`config.mk`:
```
export PLATFORM = sky130hd
export DESIGN_NAME = pipelined_carry_adder
export DESIGN_NICKNAME = d
export VERILOG_FILES = /design/src/rtl/pipelined_carry_adder.sv
export SDC_FILE = /design/constraint.sdc
export NUM_CORES = 1
export LEC_CHECK = 0
export CAP_MARGIN = 10
export CORE_ASPECT_RATIO = 0.75
export CORE_MARGIN = 3
export CORE_UTILIZATION = 53
export DETAILED_ROUTE_END_ITERATION = 10
export PLACE_DENSITY = 0.89
export SYNTH_ARGS = -nofsm -noshare
export SYNTH_HDL_FRONTEND = slang
export SYNTH_SLANG_ARGS = --single-unit
export TNS_END_PERCENT = 5
```
`constraint.sdc`:
```
create_clock -name clk -period 2.01 [get_ports clk]
set_input_delay 0.3015 -clock clk [delete_from_list [all_inputs] [get_ports clk]]
set_output_delay 0.3015 -clock clk [all_outputs]
set_load 0.005 [all_outputs]
```
`src/rtl/pipelined_carry_adder.sv`:
```
// -----------------------------------------------------------------------------
// pipelined_carry_adder
//
// Purpose:
//   WIDTH-bit adder with carry-in and carry-out. The carry chain is split into
//   STAGES registered slices of SW = WIDTH/STAGES bits. Operands and results
//   move through the pipe under a valid/ready handshake at full throughput.
//
//   Data flow:
//   - Stage k adds slice k of the operands plus the carry registered by
//     stage k-1. Stage 0 uses cin.
//   - The operand slices that are still unused move down a shift register.
//     Each slice therefore reaches its stage in the same cycle as its carry.
//   - Completed slices enter a result shift register from the top. All
//     slices of one operation leave the last stage together.
//
// Parameters:
//   WIDTH   operand/sum width in bits (must be a multiple of STAGES)
//   STAGES  pipeline depth; latency is exactly STAGES cycles
//
// Ports:
//   clk        in   system clock, rising edge
//   rst_n      in   asynchronous active-low reset
//   in_valid   in   a, b, cin valid this cycle
//   in_ready   out  operands accepted this cycle (combinational from advance)
//   a, b       in   WIDTH-bit operands
//   cin        in   carry into bit 0
//   out_valid  out  sum/cout (and ovf) valid
//   out_ready  in   consumer accepts the result
//   sum        out  a + b + cin modulo 2^WIDTH
//   cout       out  carry out of bit WIDTH-1
//   ovf        out  signed overflow flag (only with PIPELINED_CARRY_ADDER_OVF_EN)
//
// Build option:
//   PIPELINED_CARRY_ADDER_OVF_EN - adds the ovf output. The flag is derived in
//   the final stage from the operand MSBs, which already arrive there in the
//   top operand slice. It needs no extra delay flops.
// -----------------------------------------------------------------------------
module pipelined_carry_adder #(
    parameter int WIDTH  = 16,
    parameter int STAGES = 4
) (
    input  logic             clk,
    input  logic             rst_n,
    input  logic             in_valid,
    output logic             in_ready,
    input  logic [WIDTH-1:0] a,
    input  logic [WIDTH-1:0] b,
    input  logic             cin,
    output logic             out_valid,
    input  logic             out_ready,
    output logic [WIDTH-1:0] sum,
    output logic             cout
`ifdef PIPELINED_CARRY_ADDER_OVF_EN
    ,
    output logic             ovf
`endif
);

    localparam int SW = WIDTH / STAGES;

    // Per-stage registers. The operand registers keep the slices that are not
    // yet consumed, shifted so that the next slice sits at bits [SW-1:0].
    logic [WIDTH-1:0]  opa_q [STAGES];
    logic [WIDTH-1:0]  opb_q [STAGES];
    logic [WIDTH-1:0]  res_q [STAGES];
    logic [WIDTH-1:0]  opa_d [STAGES];
    logic [WIDTH-1:0]  opb_d [STAGES];
    logic [WIDTH-1:0]  res_d [STAGES];
    logic [STAGES-1:0] carry_q;
    logic [STAGES-1:0] carry_d;
    logic [STAGES-1:0] valid_q;
    logic [STAGES-1:0] valid_d;

    // Slice operands and the SW+1-bit slice sum of each stage.
    logic [SW-1:0]     sl_a_s [STAGES];
    logic [SW-1:0]     sl_b_s [STAGES];
    logic [SW:0]       full_s [STAGES];

    logic              adv_s;

    // The whole pipe advances unless a finished result is blocked at the
    // output. Bubbles are not collapsed.
    assign adv_s    = out_ready | ~valid_q[STAGES-1];
    assign in_ready = adv_s;

    genvar k;
    generate
        for (k = 0; k < STAGES; k++) begin : g_stage
            if (k == 0) begin : g_first
                assign sl_a_s[k]  = a[SW-1:0];
                assign sl_b_s[k]  = b[SW-1:0];
                assign full_s[k]  = {1'b0, sl_a_s[k]} + {1'b0, sl_b_s[k]}
                                  + {{SW{1'b0}}, cin};
                assign res_d[k]   = WIDTH'(full_s[k][SW-1:0]) << (WIDTH - SW);
                assign opa_d[k]   = a >> SW;
                assign opb_d[k]   = b >> SW;
                assign valid_d[k] = in_valid;
            end else begin : g_rest
                assign sl_a_s[k]  = opa_q[k-1][SW-1:0];
                assign sl_b_s[k]  = opb_q[k-1][SW-1:0];
                assign full_s[k]  = {1'b0, sl_a_s[k]} + {1'b0, sl_b_s[k]}
                                  + {{SW{1'b0}}, carry_q[k-1]};
                // New slice enters at the top; earlier slices shift down.
                assign res_d[k]   = (res_q[k-1] >> SW)
                                  | (WIDTH'(full_s[k][SW-1:0]) << (WIDTH - SW));
                assign opa_d[k]   = opa_q[k-1] >> SW;
                assign opb_d[k]   = opb_q[k-1] >> SW;
                assign valid_d[k] = valid_q[k-1];
            end
            assign carry_d[k] = full_s[k][SW];
        end
    endgenerate

    // Pipeline registers: all stages load together on advance, else hold.
    always_ff @(posedge clk or negedge rst_n) begin
        if (!rst_n) begin
            valid_q <= {STAGES{1'b0}};
            carry_q <= {STAGES{1'b0}};
            for (int i = 0; i < STAGES; i++) begin
                opa_q[i] <= {WIDTH{1'b0}};
                opb_q[i] <= {WIDTH{1'b0}};
                res_q[i] <= {WIDTH{1'b0}};
            end
        end else if (adv_s) begin
            valid_q <= valid_d;
            carry_q <= carry_d;
            opa_q   <= opa_d;
            opb_q   <= opb_d;
            res_q   <= res_d;
        end
    end

    assign sum       = res_q[STAGES-1];
    assign cout      = carry_q[STAGES-1];
    assign out_valid = valid_q[STAGES-1];

`ifdef PIPELINED_CARRY_ADDER_OVF_EN
    logic ovf_d;
    logic ovf_q;

    // The final stage holds the top slice, so its MSBs are the operand MSBs.
    assign ovf_d = (sl_a_s[STAGES-1][SW-1] == sl_b_s[STAGES-1][SW-1])
                 & (full_s[STAGES-1][SW-1] != sl_a_s[STAGES-1][SW-1]);

    // Overflow flag register, moves with the result in the last stage.
    always_ff @(posedge clk or negedge rst_n) begin
        if (!rst_n) begin
            ovf_q <= 1'b0;
        end else if (adv_s) begin
            ovf_q <= ovf_d;
        end
    end

    assign ovf = ovf_q;
`endif

endmodule

```
==> impl_results.html, run 1 <==
<table>
<tr><th>Metric</th><th>Value</th></tr>
<tr><th colspan="2">Outcome</th></tr>
<tr><td>Run status</td><td>completed</td></tr>
<tr><th colspan="2">Timing</th></tr>
<tr><td>Remaining max-slew budget at the tightest pin</td><td>65.7%</td></tr>
<tr><td>RSZ-0062 raised after global routing</td><td>no</td></tr>
<tr><td>Final Slew Violations</td><td>0</td></tr>
<tr><td>Clock skew after layout</td><td>0.00896 ns</td></tr>
<tr><td>Final critical-path setup slack</td><td>around 0.18 ns</td></tr>
<tr><td>Tmin final</td><td>about 1.8 ns</td></tr>
<tr><td>Upper clock frequency limit</td><td>548 MHz</td></tr>
<tr><td>Slew at the pin closest to its max-slew limit</td><td>0.514 ns</td></tr>
<tr><td>Share of the cycle needed by the critical path after routing</td><td>about nine tenths</td></tr>
<tr><td>Endpoints failing setup</td><td>0</td></tr>
<tr><td>WHS</td><td>about 0.46 ns</td></tr>
<tr><td>Final number of hold-violating endpoints</td><td>0</td></tr>
<tr><td>Final total negative setup slack</td><td>0 ns</td></tr>
<tr><th colspan="2">Worst setup path</th></tr>
<tr><td>Crit path max-delay family</td><td>adder cells</td></tr>
<tr><td>Data arrival at the endpoint of the critical path</td><td>2.05 ns</td></tr>
<tr><td>Type of the worst setup path</td><td>flip-flop to flip-flop</td></tr>
<tr><td>Max incr delay on CP</td><td>0.47 ns</td></tr>
<tr><td>Type of element launching the critical path</td><td>flip-flop</td></tr>
<tr><td>Crit path max-delay cell type</td><td>sky130_fd_sc_hd__fa_1</td></tr>
<tr><td>CP max FO</td><td>2</td></tr>
<tr><td>Flop-to-flop setup slack</td><td>0.18 ns</td></tr>
<tr><td>Critical path capture point type</td><td>flip-flop</td></tr>
<tr><td>Data required time at the worst endpoint</td><td>2.24 ns</td></tr>
<tr><td>Buffers plus inverters on the worst setup path</td><td>0</td></tr>
<tr><td>Crit path cell chain</td><td>fa_1, fa_1, a21o_1, a21oi_1, a21oi_1</td></tr>
<tr><th colspan="2">Clock tree</th></tr>
<tr><td>Clock sinks</td><td>between 90 and 100</td></tr>
<tr><td>TritonCTS clock tree</td><td>done</td></tr>
<tr><td>Clock transition at path regs</td><td>~0.080 ns</td></tr>
<tr><td>Count of buffers added by post-CTS timing repair for setup</td><td>0</td></tr>
<tr><td>Post-cts resize count</td><td>0</td></tr>
<tr><td>Skew-Pair Late Insertion Delay</td><td>0.35 ns</td></tr>
<tr><td>Library cell used as clock root buffer</td><td>sky130_fd_sc_hd__clkbuf_8</td></tr>
<tr><td>Number of clock buffers inserted by TritonCTS</td><td>9</td></tr>
<tr><td>Max H-tree Level</td><td>3</td></tr>
<tr><td>Maximum clock insertion buffer count</td><td>2</td></tr>
<tr><td>Number of hold-repair buffers added at the cts stage</td><td>1</td></tr>
<tr><th colspan="2">Pwr</th></tr>
<tr><td>Static leakage</td><td>around 0.0025 uW</td></tr>
<tr><td>Worst vdd rail ir drop</td><td>between 500 and 600 uV</td></tr>
<tr><td>Power Total</td><td>about 7200 uW</td></tr>
<tr><td>Areal power density over the cells</td><td>1460 mW/mm2</td></tr>
<tr><th colspan="2">Synth</th></tr>
<tr><td>Area of the mapped netlist</td><td>0.00410 mm2</td></tr>
<tr><td>Yosys synthesis warning count</td><td>0</td></tr>
<tr><td>Largest cells by area after synthesis</td><td>sky130_fd_sc_hd__dfrtp_1 59%, sky130_fd_sc_hd__nand2_1 22%, sky130_fd_sc_hd__fa_1 3.9%</td></tr>
<tr><td>Most instantiated cells after synthesis</td><td>238 x sky130_fd_sc_hd__nand2_1, 96 x sky130_fd_sc_hd__dfrtp_1, 16 x sky130_fd_sc_hd__buf_2</td></tr>
<tr><td>Share of the synthesized area in the top cell type</td><td>approximately three fifths</td></tr>
<tr><td>Instance count of the mapped netlist</td><td>442</td></tr>
<tr><td>Prevailing post-synth register cell</td><td>sky130_fd_sc_hd__dfrtp_1</td></tr>
<tr><td>Number of storage elements in the synthesis netlist</td><td>96</td></tr>
<tr><td>Leading area contributor after synthesis</td><td>sky130_fd_sc_hd__dfrtp_1</td></tr>
<tr><td>Number of library cell types mapped by synthesis</td><td>23</td></tr>
<tr><td>Count of flip-flops with a built-in enable after synthesis</td><td>0</td></tr>
<tr><td>Post-synth net total</td><td>about 500</td></tr>
<tr><td>Most frequent cell after synthesis</td><td>sky130_fd_sc_hd__nand2_1</td></tr>
<tr><td>Per-instance average area after synthesis</td><td>9.27 um2</td></tr>
<tr><td>Fraction of registers with async set/reset</td><td>100%</td></tr>
<tr><td>Seq/Total Area, Yosys</td><td>58.6%</td></tr>
<tr><th colspan="2">Global route</th></tr>
<tr><td>Pin count of the biggest net entering global routing</td><td>92</td></tr>
<tr><td>Number of antenna violations at the first check in global routing</td><td>0</td></tr>
<tr><td>Overall Global Routing Usage</td><td>19.2%</td></tr>
<tr><td>Overflow left after global routing</td><td>0</td></tr>
<tr><td>Via count of the first global-routing pass</td><td>between 2000 and 3000</td></tr>
<tr><td>Wire length of the first global-routing pass</td><td>approximately 13000 um</td></tr>
<tr><th colspan="2">Hold path</th></tr>
<tr><td>Worst hold path class</td><td>primary input to async pin</td></tr>
<tr><th colspan="2">Floorplanning</th></tr>
<tr><td>Total Die Area</td><td>roughly 0.009 mm2</td></tr>
<tr><td>Number of rows in the core area</td><td>27</td></tr>
<tr><td>Total core area</td><td>0.00743 mm2</td></tr>
<tr><td>Die Y-Extent</td><td>a little over 80 um</td></tr>
<tr><td>Top-level port count</td><td>56</td></tr>
<tr><td>Width of the chip</td><td>108 um</td></tr>
<tr><td>Initial Util</td><td>55.1%</td></tr>
<tr><th colspan="2">Placed design</th></tr>
<tr><td>Worst Setup Slack post-DPL</td><td>0.0547 ns</td></tr>
<tr><td>Number of I/O port buffers</td><td>55</td></tr>
<tr><td>Final GP Congestion</td><td>0.766</td></tr>
<tr><td>Hpwl dp</td><td>5130 um</td></tr>
<tr><th colspan="2">Routing</th></tr>
<tr><td>Average wire length per cell after detail routing</td><td>12.6 um</td></tr>
<tr><td>Detailed router's first-iteration violation count</td><td>between 150 and 200</td></tr>
<tr><td>Final Routed Wirelength</td><td>7580 um</td></tr>
<tr><td>DRC Markers</td><td>0</td></tr>
<tr><td>Number of search-and-repair iterations in the first detailed-routing pass</td><td>4</td></tr>
<tr><td>Via-per-instance ratio</td><td>roughly 4.8</td></tr>
<tr><td>Antenna viol nets, final</td><td>0</td></tr>
<tr><td>Via count</td><td>2880</td></tr>
<tr><th colspan="2">Finish</th></tr>
<tr><td>Layout cells sized above 1</td><td>5.01%</td></tr>
<tr><td>Number of fillers in the final layout</td><td>around 600</td></tr>
<tr><td>Antenna Diode Count</td><td>0</td></tr>
<tr><td>Syn-to-layout area delta</td><td>21.0%</td></tr>
<tr><td>Number of nets in the layout</td><td>551</td></tr>
<tr><th colspan="2">Flow run</th></tr>
<tr><td>Number of violations of the max-capacitance limit</td><td>0</td></tr>
</table>
cell families (layout without fill, tap and decap cells):
family / after synthesis / count (layout) / share of synthesized area, %
buffers and inverters: 32 / 89 / 3.79
DFF: 96 / 96 / 58.6
adders and majority gates: 20 / 20 / 7.57
AOI/OAI and AO/OA: 33 / 33 / 4.70
xor gates and xnor gates: 7 / 7 / 1.50
and+or+nand+nor: 254 / 254 / 23.8
where the power goes:
part / internal, uW / leakage, uW / switching, uW
Clock: 733 / 0.000106 / 627
Combinational: 1250 / 0.00128 / 1380
Sequential: 2770 / 0.00116 / 478
Total: 4750 / 0.00254 / 2480
sequential cells by signal (all words and copies together), names as in the netlist:
name and cells:
opa_q 12, opb_q 12, sum 16, opa_d 12, carry_q 4, valid_q 4, res_q 24, opb_d 12
final timing paths:
kind                                           to             startpoint  cells after the start
max                        carry_q[1]$_DFFE_PN0P_  opa_q[48]$_DFFE_PN0P_                      5
min                           sum[13]$_DFFE_PN0P_                  rst_n                      2
max reg2reg                carry_q[1]$_DFFE_PN0P_  opa_q[48]$_DFFE_PN0P_                      5
min reg2reg                   sum[13]$_DFFE_PN0P_    sum[13]$_DFFE_PN0P_                      2
max in group asynchronous   opa_d[18]$_DFFE_PN0P_                  rst_n                      3
min in group clk            opa_d[39]$_DFFE_PN0P_                  a[15]                      3
worst register-to-register path: stages (launching register included):
cell	delay, ns
sky130_fd_sc_hd__dfrtp_1	0.41
sky130_fd_sc_hd__fa_1	0.47
sky130_fd_sc_hd__fa_1	0.42
sky130_fd_sc_hd__a21o_1	0.19
sky130_fd_sc_hd__a21oi_1	0.13
sky130_fd_sc_hd__a21oi_1	0.08
layout make-up:
| class | instances | area, um2 | area share (%) |
|---|---|---|---|
| inverter | 11 | 41.3 | 0.833 |
| sequential | 96 | 2400 | 48.4 |
| clock buffer | 11 | 141 | 2.85 |
| multi-input combinational | 314 | 1540 | 31.0 |
| timing repair buffer | 62 | 628 | 12.7 |
| tap | 101 | 126 | 2.55 |
| clock inverter | 5 | 80.1 | 1.61 |
through the flow:
stage               std cells  utilization [%]  instance area, um2
floorplan                 442                -                4100
global placement          583             63.6                4730
detailed placement        583             63.6                4730
CTS                       600             66.7                4960
global route              600             66.7                4960
finish                    600             66.7                4960
cell usage in the layout (no fill, tap or decap), types with 3 or more instances in the layout:
cell type                           n
sky130_fd_sc_hd__xor2_1             5
sky130_fd_sc_hd__fa_1               8
sky130_fd_sc_hd__o21ai_0            7
sky130_fd_sc_hd__a21o_1             5
sky130_fd_sc_hd__o21ai_1            4
sky130_fd_sc_hd__buf_4              5
sky130_fd_sc_hd__clkdlybuf4s50_1   54
sky130_fd_sc_hd__inv_1             10
sky130_fd_sc_hd__a21oi_1           13
sky130_fd_sc_hd__nand2_1          238
sky130_fd_sc_hd__nor2_1            10
sky130_fd_sc_hd__clkbuf_8          10
sky130_fd_sc_hd__ha_1              12
sky130_fd_sc_hd__nor2b_1            3
sky130_fd_sc_hd__dfrtp_1           96
metal layers:
metal	vias to the layer above	GRT usage, %	routed length, um
li1	1459	-	-
met1	1338	26.0	3380
met2	74	31.2	3700
met5	-	0	0
met4	0	5.93	105
met3	9	4.90	395
(Power assumes the default switching activity.)
==> run 2, diff against run 1 <==
--- a/config.mk
+++ b/config.mk
@@ -5,12 +5,13 @@
 export SDC_FILE = /design/constraint.sdc
 export NUM_CORES = 1
 export LEC_CHECK = 0
+export ABC_AREA = 1
 export CAP_MARGIN = 10
 export CORE_ASPECT_RATIO = 0.75
 export CORE_MARGIN = 3
 export CORE_UTILIZATION = 53
 export DETAILED_ROUTE_END_ITERATION = 10
-export PLACE_DENSITY = 0.89
+export PLACE_DENSITY = 0.88
 export SYNTH_ARGS = -nofsm -noshare
 export SYNTH_HDL_FRONTEND = slang
 export SYNTH_SLANG_ARGS = --single-unit
==> constraint.sdc (replaced) <==
create_clock -name clk -period 2.01 [get_ports clk]
set_input_delay 0.201 -clock clk [delete_from_list [all_inputs] [get_ports clk]]
set_output_delay 0.201 -clock clk [all_outputs]
set_load 0.005 [all_outputs]
==> impl_results.html, run 2 <==
<table>
<tr><th>Metric</th><th>Value</th></tr>
<tr><th colspan="2">Routing</th></tr>
<tr><td>Detailed router's first-iteration violation count</td><td>153 (was 155)</td></tr>
<tr><td>Via-per-instance ratio</td><td>4.91 (was 4.80)</td></tr>
<tr><td>DRC Markers</td><td>0 (unchanged)</td></tr>
<tr><td>Number of search-and-repair iterations in the first detailed-routing pass</td><td>4 (unchanged)</td></tr>
<tr><td>Antenna viol nets, final</td><td>0 (unchanged)</td></tr>
<tr><td>Final Routed Wirelength</td><td>8190 um (was 7580 um)</td></tr>
<tr><td>Average wire length per cell after detail routing</td><td>13.1 um (was 12.6 um)</td></tr>
<tr><td>Via count</td><td>3062 (was 2880)</td></tr>
<tr><th colspan="2">Worst setup path</th></tr>
<tr><td>CP Depth</td><td>4 (was 5)</td></tr>
<tr><td>Type of element launching the critical path</td><td>flip-flop (unchanged)</td></tr>
<tr><td>R2R Path Start</td><td>carry_q[2]$_DFFE_PN0P_ (was opa_q[48]$_DFFE_PN0P_)</td></tr>
<tr><td>Type of the worst setup path</td><td>flip-flop to output port (was flip-flop to flip-flop)</td></tr>
<tr><td>Critical path capture point type</td><td>output port (was flip-flop)</td></tr>
<tr><td>Buffers plus inverters on the worst setup path</td><td>3 (was 0)</td></tr>
<tr><td>Crit path max-delay cell type</td><td>sky130_fd_sc_hd__clkdlybuf4s50_1 (was sky130_fd_sc_hd__fa_1)</td></tr>
<tr><td>Critical path destination</td><td>in_ready (was carry_q[1]$_DFFE_PN0P_)</td></tr>
<tr><td>Reg2Reg Depth</td><td>8 (was 5)</td></tr>
<tr><td>Crit path cell chain</td><td>inv_1, nor2_4, inv_2, clkdlybuf4s50_1 (was fa_1, fa_1, a21o_1, a21oi_1, a21oi_1)</td></tr>
<tr><td>Data required time at the worst endpoint</td><td>1.81 ns (was 2.24 ns)</td></tr>
<tr><td>Data arrival at the endpoint of the critical path</td><td>1.54 ns (was 2.05 ns)</td></tr>
<tr><td>Max incr delay on CP</td><td>0.55 ns (was 0.47 ns)</td></tr>
<tr><td>Source of the critical timing path</td><td>valid_q[3]$_DFFE_PN0P_ (was opa_q[48]$_DFFE_PN0P_)</td></tr>
<tr><td>Flop-to-flop setup slack</td><td>0.30 ns (was 0.18 ns)</td></tr>
<tr><td>Worst flop-to-flop path endpoint</td><td>carry_q[3]$_DFFE_PN0P_ (was carry_q[1]$_DFFE_PN0P_)</td></tr>
<tr><td>CP max FO</td><td>3 (was 2)</td></tr>
<tr><td>Crit path max-delay family</td><td>buffers and inverters (was adder cells)</td></tr>
<tr><th colspan="2">Global route</th></tr>
<tr><td>Via count of the first global-routing pass</td><td>3057 (was 2839)</td></tr>
<tr><td>Overall Global Routing Usage</td><td>20.1% (was 19.2%)</td></tr>
<tr><td>Number of antenna violations at the first check in global routing</td><td>0 (unchanged)</td></tr>
<tr><td>Overflow left after global routing</td><td>0 (unchanged)</td></tr>
<tr><td>Wire length of the first global-routing pass</td><td>13900 um (was 13300 um)</td></tr>
<tr><td>Pin count of the biggest net entering global routing</td><td>98 (was 92)</td></tr>
<tr><th colspan="2">Clock tree</th></tr>
<tr><td>Post-cts resize count</td><td>0 (unchanged)</td></tr>
<tr><td>Maximum clock insertion buffer count</td><td>2 (unchanged)</td></tr>
<tr><td>Skew-Pair Late Insertion Delay</td><td>0.35 ns (about the same)</td></tr>
<tr><td>Number of clock buffers inserted by TritonCTS</td><td>9 (unchanged)</td></tr>
<tr><td>TritonCTS clock tree</td><td>done (unchanged)</td></tr>
<tr><td>Clock sinks</td><td>96 (unchanged)</td></tr>
<tr><td>Count of buffers added by post-CTS timing repair for setup</td><td>0 (unchanged)</td></tr>
<tr><td>Clock transition at path regs</td><td>0.09 ns (was 0.08 ns)</td></tr>
<tr><td>Library cell used as clock root buffer</td><td>sky130_fd_sc_hd__clkbuf_8 (unchanged)</td></tr>
<tr><td>Max H-tree Level</td><td>3 (unchanged)</td></tr>
<tr><th colspan="2">Synth</th></tr>
<tr><td>Prevailing post-synth register cell</td><td>sky130_fd_sc_hd__dfrtp_1 (unchanged)</td></tr>
<tr><td>Instance count of the mapped netlist</td><td>466 (was 442)</td></tr>
<tr><td>Most frequent cell after synthesis</td><td>sky130_fd_sc_hd__nand2_1 (unchanged)</td></tr>
<tr><td>Largest cells by area after synthesis</td><td>sky130_fd_sc_hd__dfrtp_1 58%, sky130_fd_sc_hd__nand2_1 19%, sky130_fd_sc_hd__o21ai_0 5.2% (was sky130_fd_sc_hd__dfrtp_1 59%, sky130_fd_sc_hd__nand2_1 22%, sky130_fd_sc_hd__fa_1 3.9%)</td></tr>
<tr><td>Fraction of registers with async set/reset</td><td>100% (unchanged)</td></tr>
<tr><td>Leading area contributor after synthesis</td><td>sky130_fd_sc_hd__dfrtp_1 (unchanged)</td></tr>
<tr><td>Seq/Total Area, Yosys</td><td>58.0% (was 58.6%)</td></tr>
<tr><td>Most instantiated cells after synthesis</td><td>206 x sky130_fd_sc_hd__nand2_1, 96 x sky130_fd_sc_hd__dfrtp_1, 43 x sky130_fd_sc_hd__inv_1, 43 x sky130_fd_sc_hd__o21ai_0, 14 x sky130_fd_sc_hd__nor2_1 (was 238 x sky130_fd_sc_hd__nand2_1, 96 x sky130_fd_sc_hd__dfrtp_1, 16 x sky130_fd_sc_hd__buf_2)</td></tr>
<tr><td>Share of the synthesized area in the top cell type</td><td>58.0% (was 58.6%)</td></tr>
<tr><td>Number of storage elements in the synthesis netlist</td><td>96 (unchanged)</td></tr>
<tr><td>Count of flip-flops with a built-in enable after synthesis</td><td>0 (unchanged)</td></tr>
<tr><td>Area of the mapped netlist</td><td>0.00414 mm2 (was 0.00410 mm2)</td></tr>
<tr><td>Per-instance average area after synthesis</td><td>8.89 um2 (was 9.27 um2)</td></tr>
<tr><td>Number of library cell types mapped by synthesis</td><td>19 (was 23)</td></tr>
<tr><td>Yosys synthesis warning count</td><td>0 (unchanged)</td></tr>
<tr><td>Post-synth net total</td><td>523 (was 499)</td></tr>
<tr><th colspan="2">Timing</th></tr>
<tr><td>Clock skew after layout</td><td>0.00714 ns (was 0.00896 ns)</td></tr>
<tr><td>Tmin final</td><td>1.74 ns (was 1.83 ns)</td></tr>
<tr><td>Endpoints failing setup</td><td>0 (unchanged)</td></tr>
<tr><td>Final number of hold-violating endpoints</td><td>0 (unchanged)</td></tr>
<tr><td>Final critical-path setup slack</td><td>0.273 ns (was 0.185 ns)</td></tr>
<tr><td>Final total negative setup slack</td><td>0 ns (unchanged)</td></tr>
<tr><td>Upper clock frequency limit</td><td>576 MHz (was 548 MHz)</td></tr>
<tr><td>Share of the cycle needed by the critical path after routing</td><td>86.4% (was 90.8%)</td></tr>
<tr><td>Final Slew Violations</td><td>0 (unchanged)</td></tr>
<tr><td>WHS</td><td>0.368 ns (was 0.461 ns)</td></tr>
<tr><td>Remaining max-slew budget at the tightest pin</td><td>65.8% (was 65.7%)</td></tr>
<tr><td>RSZ-0062 raised after global routing</td><td>no (unchanged)</td></tr>
<tr><td>Slew at the pin closest to its max-slew limit</td><td>0.513 ns (was 0.514 ns)</td></tr>
<tr><th colspan="2">Finish</th></tr>
<tr><td>Sequential Area</td><td>0.00240 mm2 (unchanged)</td></tr>
<tr><td>Antenna Diode Count</td><td>0 (unchanged)</td></tr>
<tr><td>Number of nets in the layout</td><td>575 (was 551)</td></tr>
<tr><td>Number of fillers in the final layout</td><td>594 (was 597)</td></tr>
<tr><td>Max FFs per register</td><td>24 (unchanged)</td></tr>
<tr><td>Layout cells sized above 1</td><td>4.97% (was 5.01%)</td></tr>
<tr><td>Multi-input logic area</td><td>0.00148 mm2 (was 0.00154 mm2)</td></tr>
<tr><td>Leading cell type in the layout, fill and taps excluded</td><td>sky130_fd_sc_hd__nand2_1 (unchanged)</td></tr>
<tr><td>Most frequent cells in the layout</td><td>206 x sky130_fd_sc_hd__nand2_1, 96 x sky130_fd_sc_hd__dfrtp_1, 54 x sky130_fd_sc_hd__clkdlybuf4s50_1, 43 x sky130_fd_sc_hd__inv_1, 43 x sky130_fd_sc_hd__o21ai_0 (was 238 x sky130_fd_sc_hd__nand2_1, 96 x sky130_fd_sc_hd__dfrtp_1, 54 x sky130_fd_sc_hd__clkdlybuf4s50_1, 13 x sky130_fd_sc_hd__a21oi_1, 12 x sky130_fd_sc_hd__ha_1)</td></tr>
<tr><td>Syn-to-layout area delta</td><td>21.3% (was 21.0%)</td></tr>
<tr><td>Register ranked first by flip-flop count</td><td>res_q (unchanged)</td></tr>
<tr><th colspan="2">Placed design</th></tr>
<tr><td>Number of I/O port buffers</td><td>55 (unchanged)</td></tr>
<tr><td>Worst Setup Slack post-DPL</td><td>0.0712 ns (was 0.0547 ns)</td></tr>
<tr><td>Final GP Congestion</td><td>0.832 (was 0.766)</td></tr>
<tr><td>Hpwl dp</td><td>5510 um (was 5130 um)</td></tr>
<tr><th colspan="2">Floorplanning</th></tr>
<tr><td>Top-level port count</td><td>56 (unchanged)</td></tr>
<tr><td>Total core area</td><td>0.00747 mm2 (was 0.00743 mm2)</td></tr>
<tr><td>Number of rows in the core area</td><td>27 (unchanged)</td></tr>
<tr><td>Initial Util</td><td>55.5% (was 55.1%)</td></tr>
<tr><td>Die Y-Extent</td><td>82.6 um (was 82.1 um)</td></tr>
<tr><td>Width of the chip</td><td>108 um (about the same)</td></tr>
<tr><td>Total Die Area</td><td>0.00892 mm2 (was 0.00883 mm2)</td></tr>
<tr><th colspan="2">Outcome</th></tr>
<tr><td>Run status</td><td>completed (unchanged)</td></tr>
<tr><th colspan="2">Hold path</th></tr>
<tr><td>Worst hold path class</td><td>primary input to async pin (unchanged)</td></tr>
<tr><th colspan="2">Pwr</th></tr>
<tr><td>Internal power summed over all cells</td><td>4630 uW (was 4750 uW)</td></tr>
<tr><td>Areal power density over the cells</td><td>1440 mW/mm2 (was 1460 mW/mm2)</td></tr>
<tr><td>Static leakage</td><td>0.00257 uW (was 0.00254 uW)</td></tr>
<tr><td>Worst vdd rail ir drop</td><td>697 uV (was 591 uV)</td></tr>
<tr><td>Sw power</td><td>2600 uW (was 2480 uW)</td></tr>
<tr><td>Fraction of power spent switching nets</td><td>36.0% (was 34.4%)</td></tr>
<tr><td>Combinational Power Share</td><td>37.1% (was 36.3%)</td></tr>
<tr><td>Clk network pwr share</td><td>18.2% (was 18.8%)</td></tr>
<tr><td>Share of power burned in registers</td><td>44.7% (was 44.9%)</td></tr>
<tr><th colspan="2">Flow run</th></tr>
<tr><td>Number of violations of the max-capacitance limit</td><td>0 (unchanged)</td></tr>
</table>
## run 2: cell count changes in the layout (fill, tap and decap cells not counted), sizes merged, moves of 4 or more
cell and delta:
o21ai +34, inv +33, nand2 -32, nand3 +11
a21oi -9, a21o -5, nor2 +5, xor2 -5
nor2b -4
## run 2: final cells by class
cell class,count,area share (%)
Sequential cell,96,47.8
Clock buffer,12,3.29
Inverter,44,3.29
Clock inverter,4,1.02
Multi-Input combinational cell,306,29.5
Tap cell,101,2.51
Timing Repair Buffer,61,12.6
## run 2: worst reg2reg max path, cell delays in order, from the launching register on
cell and delay (ns):
sky130_fd_sc_hd__dfrtp_1 0.37, sky130_fd_sc_hd__inv_1 0.11, sky130_fd_sc_hd__fa_1 0.20, sky130_fd_sc_hd__inv_1 0.08, sky130_fd_sc_hd__fa_1 0.40, sky130_fd_sc_hd__nand2_1 0.10, sky130_fd_sc_hd__inv_1 0.06, sky130_fd_sc_hd__o21ai_0 0.17
sky130_fd_sc_hd__a21oi_1 0.10
## run 2: layer usage
layer	global-route usage [%]	part of all wire, %	routed length, um	vias to the layer above
li1	-	-	-	1537
met1	26.2	46	3760	1433
met2	32.8	47	3830	74
met3	5.44	5.2	427	18
met4	7.44	2.1	168	0
met5	0	0	0	-
## run 2: metrics by stage
stage | area [um2] | instances | total power [uW] | utilization, %
after floorplan | 4140 | 466 | 4870 | -
after global placement | 4800 | 607 | 5720 | 64.3
after detailed placement | 4800 | 607 | 5920 | 64.3
after CTS | 5020 | 624 | 7290 | 67.3
after global routing | 5020 | 624 | 7860 | 67.3
final | 5020 | 624 | 7230 | 67.3
## run 2: cells by family after synthesis
family | share of synthesized area, %
fa+ha+maj | 7.49
simple gates | 21.8
buf+inv | 6.22
flops | 58.0
compound gates | 6.44
## run 2: worst min-delay path by stage
stage | to | slack [ns] | cells after the start
CTS | opa_d[33]$_DFFE_PN0P_ | 0.35 | 3
detailed placement | opb_d[36]$_DFFE_PN0P_ | 0.21 | 1
floorplan | carry_q[0]$_DFFE_PN0P_ | -0.09 | 0
global placement | opb_d[36]$_DFFE_PN0P_ | 0.21 | 1
global route | opa_d[33]$_DFFE_PN0P_ | 0.37 | 3
finish | opb_d[36]$_DFFE_PN0P_ | 0.37 | 2
## run 2: what timing repair did
item / 4_1_cts / 5_1_grt
hold buffers: 1 / 0
hold endpoints to repair: 39 / 0
endpoints found under the setup margin: 0 / 0
## run 2: power groups by stage
stage	clock, uW	sequential (uW)	combinational, uW
after floorplan	0	3150	1710
after global placement	0	3210	2510
after detailed placement	0	3260	2660
after CTS	1340	3230	2710
after global routing	1420	3330	3120
final	1310	3230	2680
==> RTL change 1, RTL diff (settings of run 1) <==
Add a define of `PIPELINED_CARRY_ADDER_OVF_EN`.
--- a/src/rtl/pipelined_carry_adder.sv
+++ b/src/rtl/pipelined_carry_adder.sv
@@ -36,6 +36,8 @@
 //   the final stage from the operand MSBs, which already arrive there in the
 //   top operand slice. It needs no extra delay flops.
 // -----------------------------------------------------------------------------
+`define PIPELINED_CARRY_ADDER_OVF_EN
+
 module pipelined_carry_adder #(
     parameter int WIDTH  = 16,
     parameter int STAGES = 4
Function (old outputs only; new: ovf): kept (Yosys induction, for registers that start in step).
==> RTL change 1 against run 1 <==
  * Largest cell class unchanged
  * Setup slack lost 30 ps
  * Count of clock-buffer cells in the layout grew 1
  * Clock power shrank 8%
  * Sequential share of layout area fell by 0.64 points
  * Combinational power increased by 6%
  * Design area grew 2.4%
  * Final cell count rose by 2.5%
  * Synthesized area is 3.4% higher
  * Critical path depth is the same
  * Total power up 1.6%
  * Clock skew rose by 2.1 ps
  * Sequential cell count is 1 higher
  * Routed wire length increased by 7.2%
==> RTL change 1: results (changes against run 1) <==
[yosys]
yosys.cell_types.count=27  ; +17%
synthAdderAreaFrac=0.0733  ; -0.00248
synth.net_count=514  ; +3.0%
synth_compound_area_frac=0.0499  ; +0.00289
synthXorXnorAreaFrac=0.00620  ; -0.00876
muxShareOfSynthArea=0.00709  ; +0.00709
ys_seq_area_frac=0.573  ; -0.0133

[grt]
grtUsageTotal=0.196  ; +0.00361
met2_usage=0.296  ; -0.0160
grt_pass1_wl_um=14000  ; +5.0%
grt_use_met3=0.0629  ; +0.0140
use_met1=0.273  ; +0.0129
grt_pass1_vias=3012  ; +6.1%

[setup_path]
critPathMaxFanout=3  ; +1
critPathCapture=carry_q[3]
regToRegSetupSlack_ps=150  ; -30 ps
reg2reg_from=opa_q[16]
r2r-end=carry_q[3]
cpPeakStageDelay_ps=490  ; +20 ps

[cells_and_area]
instances_no_fill=615  ; +2.5%
fin_nets=566  ; +2.7%

[timing]
fin_skew_ps=11.0  ; +2.07 ps
period_needed_ps=1860  ; +30.0 ps
max_slew_margin=0.593  ; -0.0647
timing.hold.ws_ps=457  ; -4.57 ps

[placement]
postPlaceCellArea_um2=4870  ; +3.0%
hpwlAfterDp_um=5660  ; +10%
gp_congestion=0.786  ; +2.7%
portBuffers=56  ; +1.8%
place_inst=598  ; +2.6%

[drt]
drt_pass1_iterations=5  ; +1
wl_met2_um=3780  ; +2.1%
wl_um=8120  ; +7.2%
vias=3087  ; +7.2%
wl_met3_um=427  ; +8.1%
initialDrtViolationCount=186  ; +20%
drt-met1-wl_um=3760  ; +11%

[power]
ir_worst_vdd_v=0.000688  ; +16%

[run_status]
status=completed

[clock_network]
clk_latency_ps=370  ; +20 ps

==> RTL change 1: cell types whose count changed in the layout (fill, tap and decap cells not counted), sizes merged, moves of 3 or more <==
cell / before / now
nand3: 0 / 4
o2111ai: 0 / 3
mux2i: 0 / 3
nand2: 238 / 244
or4: 0 / 3
o21ai: 11 / 7
xor2: 5 / 1
==> RTL change 1: report_power, final <==
group / leakage [nW] / switching, mW / total, mW / internal (mW)
Sequential: 1.17 / 0.504 / 3.30 / 2.80
Combinational: 1.33 / 1.48 / 2.79 / 1.32
Clock: 0.0970 / 0.642 / 1.25 / 0.613
Total: 2.60 / 2.62 / 7.35 / 4.72
==> RTL change 1: layout make-up <==
| type | instances | area [um^2] |
|---|---|---|
| Fill cell | 601 | 2460 |
| Sequential cell | 97 | 2430 |
| Clock buffer | 12 | 145 |
| Tap cell | 101 | 126 |
| Timing Repair Buffer | 62 | 656 |
| Inverter | 13 | 50.0 |
| Multi-Input combinational cell | 326 | 1620 |
| Clock inverter | 4 | 51.3 |
==> RTL change 2, RTL diff (settings of run 1) <==
Made on the original files. Set the parameter `STAGES` to 8 (it was 4).
--- a/src/rtl/pipelined_carry_adder.sv
+++ b/src/rtl/pipelined_carry_adder.sv
@@ -38,7 +38,7 @@
 // -----------------------------------------------------------------------------
 module pipelined_carry_adder #(
     parameter int WIDTH  = 16,
-    parameter int STAGES = 4
+    parameter int STAGES = 8
 ) (
     input  logic             clk,
     input  logic             rst_n,
Behaviour: not the same (a bounded check fails within 10 cycles, from zero or initial values and one cycle with rst_n low).
==> RTL change 2 against run 1 <==
  * Total power rose by 130%
  * Register-to-register slack improved by 220 ps
  * Synthesized area grew 110%
  * Sequential cell count is 104 higher
  * Setup slack lost 6.3 ps
  * Design area rose by 100%
  * Routed wire length increased by 87%
  * Sequential power is 120% higher
  * Global-route usage decreased by 1.8 points
  * Die area increased by 100%
  * Combinational power rose by 120%
  * Largest cell class unchanged
  * Largest power group unchanged
==> RTL change 2: results (changes against run 1) <==
[clock_network]
clk_latency_ps=440  ; +90 ps
h-tree-depth=4  ; +1
cts_inserted_buffers=17  ; +8
clock-root-buffer=clkbuf_16

[placement]
postPlaceCellArea_um2=9490  ; +100%
portBuffers=55  ; unchanged
hpwlAfterDp_um=9340  ; +82%
pre_cts_ws_ps=46.0  ; -8.74 ps
gp_congestion=0.704  ; -8.0%

[setup_path]
cpMaxStageDelayCell=clkdlybuf4s50_1
cpPeakStageDelay_ps=510  ; +40 ps
r2r-end=res_q[47]
regToRegSetupSlack_ps=400  ; +220 ps
reg2reg_depth=4  ; -1
path_delay_family=buffers and inverters
reg2reg_from=opb_q[48]
critPathMaxFanout=4  ; +2
worstPathArrival_ps=1530  ; -520 ps

[cells_and_area]
layout-drive-gt1-share=0.395  ; +0.344
largest_register_ffs=56  ; +130%
instances_no_fill=788  ; +31%
fin_nets=623  ; +13%

[timing]
max_slew_margin=0.660  ; +0.00298
fin_skew_ps=9.06  ; +0.103 ps
timing.hold.ws_ps=424  ; -36.8 ps

[grt]
grt_max_degree=61  ; -34%
grtUsageTotal=0.174  ; -0.0181
grt_pass1_wl_um=24400  ; +84%
grt_pass1_vias=4492  ; +58%

[yosys]
synth.net_count=552  ; +11%
postSynthCellCount=499  ; +13%
synth_commonest_cells=dfrtp_1 (200), mux2_4 (163), inv_1 (40), buf_6 (20)
yosys.cell_types.count=14  ; -39%
ys_seq_area_frac=0.581  ; -0.00521

[run_status]
status=completed

[power]
ir_worst_vdd_v=0.000770  ; +30%
leakage_nw=4.90  ; +93%

[drt]
wl_um=14200  ; +87%
initialDrtViolationCount=207  ; +34%
vias=4024  ; +40%

RTL change 2: cell count changes after synthesis, sizes merged, moves of 8 or more:
cell / delta
dfrtp: +104
nor2: -10
ha: -12
nor3b: +17
nand2: -238
fa: +8
inv: +29
o21ai: -11
mux2: +175
RTL change 2: worst max-delay path by stage:
stage / start / end / slack (ps) / cells after the start
6_report: out_ready / in_ready / 180 / 3
2_1_floorplan: opa_q[32] / res_q[31] / 560 / 4
4_1_cts: valid_q[7] / in_ready / 150 / 2
5_1_grt: valid_q[7] / in_ready / 130 / 2
3_3_place_gp: a[0] / res_q[127] / 100 / 5
3_5_place_dp: a[0] / res_q[127] / 50 / 5
RTL change 2: metal layers:
| metal | up-vias | GRT usage | part of all wire |
|---|---|---|---|
| met5 | - | 0 | 0 |
| met4 | 0 | 0.0623 | 0.020 |
| met3 | 22 | 0.0485 | 0.038 |
| met2 | 74 | 0.278 | 0.47 |
| met1 | 2088 | 0.234 | 0.47 |
| li1 | 1840 | - | - |
RTL change 2: kinds of logic after synthesis:
kind of cell	Yosys count	synth area share
simple gates	19	0.0171
mux	182	0.308
compound gates	17	0.00988
flops	200	0.581
buf+inv	65	0.0465
fa+ha+maj	16	0.0372
RTL change 2: repair_timing:
action	4_1_cts	5_1_grt
hold endpoints to repair	55	0
hold buffers	1	0
endpoints found under the setup margin	0	0
setup buffers	0	0
RTL change 2: report_power, final:
group          leakage (nW)  total (mW)  internal, mW  switching (mW)
logic                  2.29        5.84          3.88            1.96
registers              2.30        7.15          5.95            1.21
clock network         0.308        3.64          2.02            1.62
total                  4.90        16.6          11.8            4.78
RTL change 2: layout make-up:
class                      count  area, um^2
fill                        1040        5430
multi-input combinational    234        3210
inverter                      40         150
timing repair buffer          77         885
tap                          205         256
clock inverter                15         209
sequential                   200        5000
clock buffer                  17         425
